**config.mk**
```make
export PLATFORM = sky130hd
export DESIGN_NAME = alu_cmd_fifo
export DESIGN_NICKNAME = d
export VERILOG_FILES = /design/src/rtl/alu_cmd_fifo.sv
export SDC_FILE = /design/constraint.sdc
export NUM_CORES = 1
export LEC_CHECK = 0
export ABC_AREA = 1
export BUFFER_PORTS_ARGS = -buffer_cell sky130_fd_sc_hd__buf_2
export CAP_MARGIN = 20
export CORE_ASPECT_RATIO = 1.75
export CORE_UTILIZATION = 45
export CTS_CLUSTER_SIZE = 16
export DETAILED_ROUTE_END_ITERATION = 10
export PLACE_DENSITY = 0.65
export SLEW_MARGIN = 40
export SYNTH_ARGS = -nofsm -noshare
export SYNTH_HDL_FRONTEND = slang
export SYNTH_SLANG_ARGS = --single-unit
```
**constraint.sdc**
```tcl
create_clock -name clock -period 2.4 [get_ports clock]
set_input_delay 0.12 -clock clock [delete_from_list [all_inputs] [get_ports clock]]
set_output_delay 0.12 -clock clock [all_outputs]
set_load 0.01 [all_outputs]
```
**src/rtl/alu_cmd_fifo.sv**
```systemverilog
// rtl/alu_cmd_fifo.sv - command FIFO between a producer and serial_alu
// Optional same-cycle bypass when empty: define ALU_CMD_FIFO_PASSTHRU_EN.
module alu_cmd_fifo #(
  parameter int DEPTH = 4
) (
  input  logic                     clock,
  input  logic                     reset,
  input  logic [7:0]               in_di1,
  input  logic [7:0]               in_di2,
  input  logic [1:0]               in_fun,
  input  logic                     in_vld,
  output logic                     in_rdy,
  output logic [7:0]               out_di1,
  output logic [7:0]               out_di2,
  output logic [1:0]               out_fun,
  output logic                     out_vld,
  input  logic                     out_rdy,
  output logic [$clog2(DEPTH):0]   level
);

  localparam int AW = $clog2(DEPTH);
  localparam logic [AW:0]   FULL_LVL = (AW+1)'(DEPTH);
  localparam logic [AW:0]   LVL_ONE  = (AW+1)'(1);
  localparam logic [AW-1:0] PTR_ONE  = AW'(1);

  logic [7:0] mem_di1 [DEPTH];
  logic [7:0] mem_di2 [DEPTH];
  logic [1:0] mem_fun [DEPTH];

  logic [AW-1:0] wr_ptr;
  logic [AW-1:0] rd_ptr;
  logic          stored_vld;
  logic          pt_hit;
  logic          push;
  logic          pop;

  // Readiness is derived from level only, never from out_rdy.
  always_comb begin
    in_rdy     = reset && (level != FULL_LVL);
    stored_vld = reset && (level != '0);
`ifdef ALU_CMD_FIFO_PASSTHRU_EN
    pt_hit     = reset && (level == '0) && in_vld && out_rdy;
`else
    pt_hit     = 1'b0;
`endif
    push       = in_vld && in_rdy && !pt_hit;
    pop        = stored_vld && out_rdy;
  end

  always_comb begin
    out_vld = stored_vld;
    out_di1 = mem_di1[rd_ptr];
    out_di2 = mem_di2[rd_ptr];
    out_fun = mem_fun[rd_ptr];
`ifdef ALU_CMD_FIFO_PASSTHRU_EN
    if (pt_hit) begin
      out_vld = 1'b1;
      out_di1 = in_di1;
      out_di2 = in_di2;
      out_fun = in_fun;
    end
`endif
  end

  // Storage is intentionally left unreset; out_* data is don't-care while empty.
  always_ff @(posedge clock) begin
    if (push) begin
      mem_di1[wr_ptr] <= in_di1;
      mem_di2[wr_ptr] <= in_di2;
      mem_fun[wr_ptr] <= in_fun;
    end
  end

  always_ff @(posedge clock) begin
    if (!reset) begin
      wr_ptr <= '0;
      rd_ptr <= '0;
      level  <= '0;
    end else begin
      if (push) wr_ptr <= wr_ptr + PTR_ONE;
      if (pop)  rd_ptr <= rd_ptr + PTR_ONE;
      case ({push, pop})
        2'b10:   level <= level + LVL_ONE;
        2'b01:   level <= level - LVL_ONE;
        default: level <= level;
      endcase
    end
  end

endmodule
```
==> results by group <==
Global routing
  • First-pass GRT wire length: 8.84 mm
  • Largest net degree at the start of global routing: 37
  • Vias in the first global route: 2008
  • Initial antenna violation count: 0
  • Global Route Usage Sum: 16.8%
  • Global route overflow: 0

STA
  • Total negative slack: 0 ns
  • Worst-Margin Slew: 0.600 ns
  • # setup viols final: 0
  • Final period util: 81.9%
  • Layout Skew: 0.00403 ns
  • Fmax: 0.509 GHz
  • Final worst slack: 0.435 ns
  • Minimum clock period: 1.97 ns
  • Final Max Tran Viols: 0
  • Max_slew headroom: 59.9%
  • RSZ-0062 raised after global routing: false
  • Final Hold Violating Endpoints: 0

Place
  • Placed Area: 0.00351 mm2
  • Routability cong.: 0.781
  • Input/output buffers: 44
  • DP Wirelength: 3.46 mm
  • Placement Setup Slack: 0.594 ns

Synth
  • Mean post-synth cell area: 13.1 um2
  • Top cell type's share of synthesized area: 67.1%
  • Yosys reg bits: 81
  • Most instantiated cells after synthesis: edfxtp_1 (72), nor2_1 (45), o21ai_0 (25)
  • Asr flop ratio synth: 0%
  • Most used DFF post-synth: edfxtp_1
  • Top-count cell post-synth: edfxtp_1
  • Post-synth EDFFs: 72
  • Cells after Synth: 246
  • Area leader, netlist: edfxtp_1
  • Library cells used by synthesis: 23
  • Synth Warn #: 0
  • Syn Nets: 274
  • Synth top area cells: edfxtp_1 (67%), dfxtp_1 (5.6%), nor2_1 (5.2%)
  • Seq/Total Area, Yosys: 72.7%
  • Mapped cell area: 0.00322 mm2

Final layout
  • Fillers: 575
  • Design area: 0.00385 mm2
  • Final net count: 330
  • Synth-to-Final Area Change: 19.5%
  • Antenna diodes: 0
  • Layout cell share with drive strength beyond 1: 25.1%

Floorplanning
  • Die area: 0.00751 mm2
  • Floorplan row count: 40
  • IO Pins: 45
  • Starting Density: 46.6%
  • Die Ht: 114 um
  • Die width: 66.0 um
  • Area of the core: 0.00691 mm2

Critical path
  • Worst-path maximum fanout: 15
  • Crit path required time: 2.28 ns
  • Critical Path Start Type: register
  • RR Endpoint: level[2]
  • Reg2Reg Depth: 13
  • Data arrival, critical path: 1.85 ns
  • Crit path kind: reg -> out
  • Worst reg2reg setup slack: 0.58 ns
  • Crit path capture type: primary output
  • FF-to-FF Start: level[1]

Drt
  • DRT antenna net count: 0
  • Vias/cell: 5.07
  • Post-DR wirelength/cell: 14.3 um
  • Drt pass-1 iters: 4
  • DR iter-0 viols: 120
  • DRC: 0
  • WL final: 5.60 mm
  • Vias: 1981

Job
  • Max-Cap Viols: 0

Hold path
  • Worst hold path depth: 1
  • Hold crit path type: in -> reg
  • Hold Crit Start: in_di1[4]
  • Hold worst-path end: mem_di1[2][4]

Status
  • Status: finished clean

Clocking
  • CTS Buf Count: 9
  • Clk_lat worst skew: 0.33 ns
  • Cts repair resizes: 0
  • Clock Sink Count: 81
  • Clock Tree Root: clkbuf_16
  • Reg clk slew, reported paths: 0.06 ns
  • CTS tree: yes
  • H-tree levels: 3
  • CTS max path bufs: 2

Power and ir drop
  • Pwr Density: 829 mW/mm2
  • Leakage power total: 1.45 nW
  • Max VDD drop: 518 uV
critical path: stages, from the launching register on:
cell     delay (ns)
dfxtp_1        0.70
buf_4          0.31
o21ai_0        0.10
o22ai_1        0.23
buf_2          0.18
cell usage in the layout (no fill, tap or decap), drive strengths merged:
master        n
a21oi         6
buf          51
bufinv        1
clkbuf        9
clkinv        5
clkinvlp      2
dfxtp         9
dlygate4sd3   5
edfxtp       72
fa            1
ha            5
inv          19
nand2        14
nand3         5
nand4         1
nor2         46
o21ai        38
o22ai        18
state kept, by name, summed over array words and instances (netlist names), named ones only:
| name | cells |
|---|---|
| rd_ptr | 2 |
| mem_di1 | 32 |
| wr_ptr | 2 |
| level | 3 |
| mem_di2 | 32 |
| mem_fun | 8 |
repair_timing:
action,4_1_cts,5_1_grt
hold endpoints to repair,17,0
hold buffers,5,0
buffers inserted,0,0
power breakdown:
group | internal [W] | leakage [nW] | switching, W | total, W
Clock | 0.000791 | 0.134 | 0.000492 | 0.00128
Sequential | 0.00158 | 0.727 | 0.0000259 | 0.00161
Combinational | 0.000114 | 0.588 | 0.000187 | 0.000301
Total | 0.00249 | 1.45 | 0.000704 | 0.00319
final cells by class:
type / instances / area [um2] / area share (%)
sequential: 81 / 2340 / 60.9
multi-input combinational: 134 / 711 / 18.5
timing repair buffer: 56 / 323 / 8.39
clock buffer: 9 / 225 / 5.85
tap: 84 / 105 / 2.73
inverter: 20 / 81.3 / 2.11
clock inverter: 7 / 61.3 / 1.59
through the flow:
| stage | hold WS [ns] | total power [W] | std cells | util (%) |
|---|---|---|---|---|
| after global placement | 0.332 | 0.00193 | 370 | 50.9 |
| after CTS | 0.000269 | 0.00322 | 391 | 55.7 |
| after detailed placement | 0.340 | 0.00194 | 370 | 50.9 |
| final | 0.00733 | 0.00319 | 391 | 55.7 |
| after floorplan | 0.219 | 0.00182 | 246 | - |
| after global routing | 0.00409 | 0.00330 | 391 | 55.7 |
logic make-up after synthesis:
family | after synthesis | synth area share [%]
buf+inv | 31 | 5.52
fa+ha+maj | 6 | 2.56
simple gates | 66 | 8.74
flops | 81 | 72.7
compound gates | 62 | 10.5
how the worst max path moves through the flow:
stage                  start       endpoint  slack (ns)  cells past startpoint
finish              register     out_fun[1]        0.43                      4
global route        register     out_fun[1]        0.36                      4
CTS                 register     out_fun[1]        0.43                      4
detailed placement  level[2]       level[2]        0.59                     13
global placement    level[2]       level[2]        0.65                     13
floorplan           level[1]  mem_di1[0][0]        0.55                      4
metal layers:
metal  track usage (%)  wire [um]  up-vias
met2              29.4       2960       42
met1              16.8       2270      935
li1                  -          -      992
met3              4.20        199       12
met4              11.5        172        0
met5                 0          0        -
No activity file was read; power rests on OpenSTA's default activity.
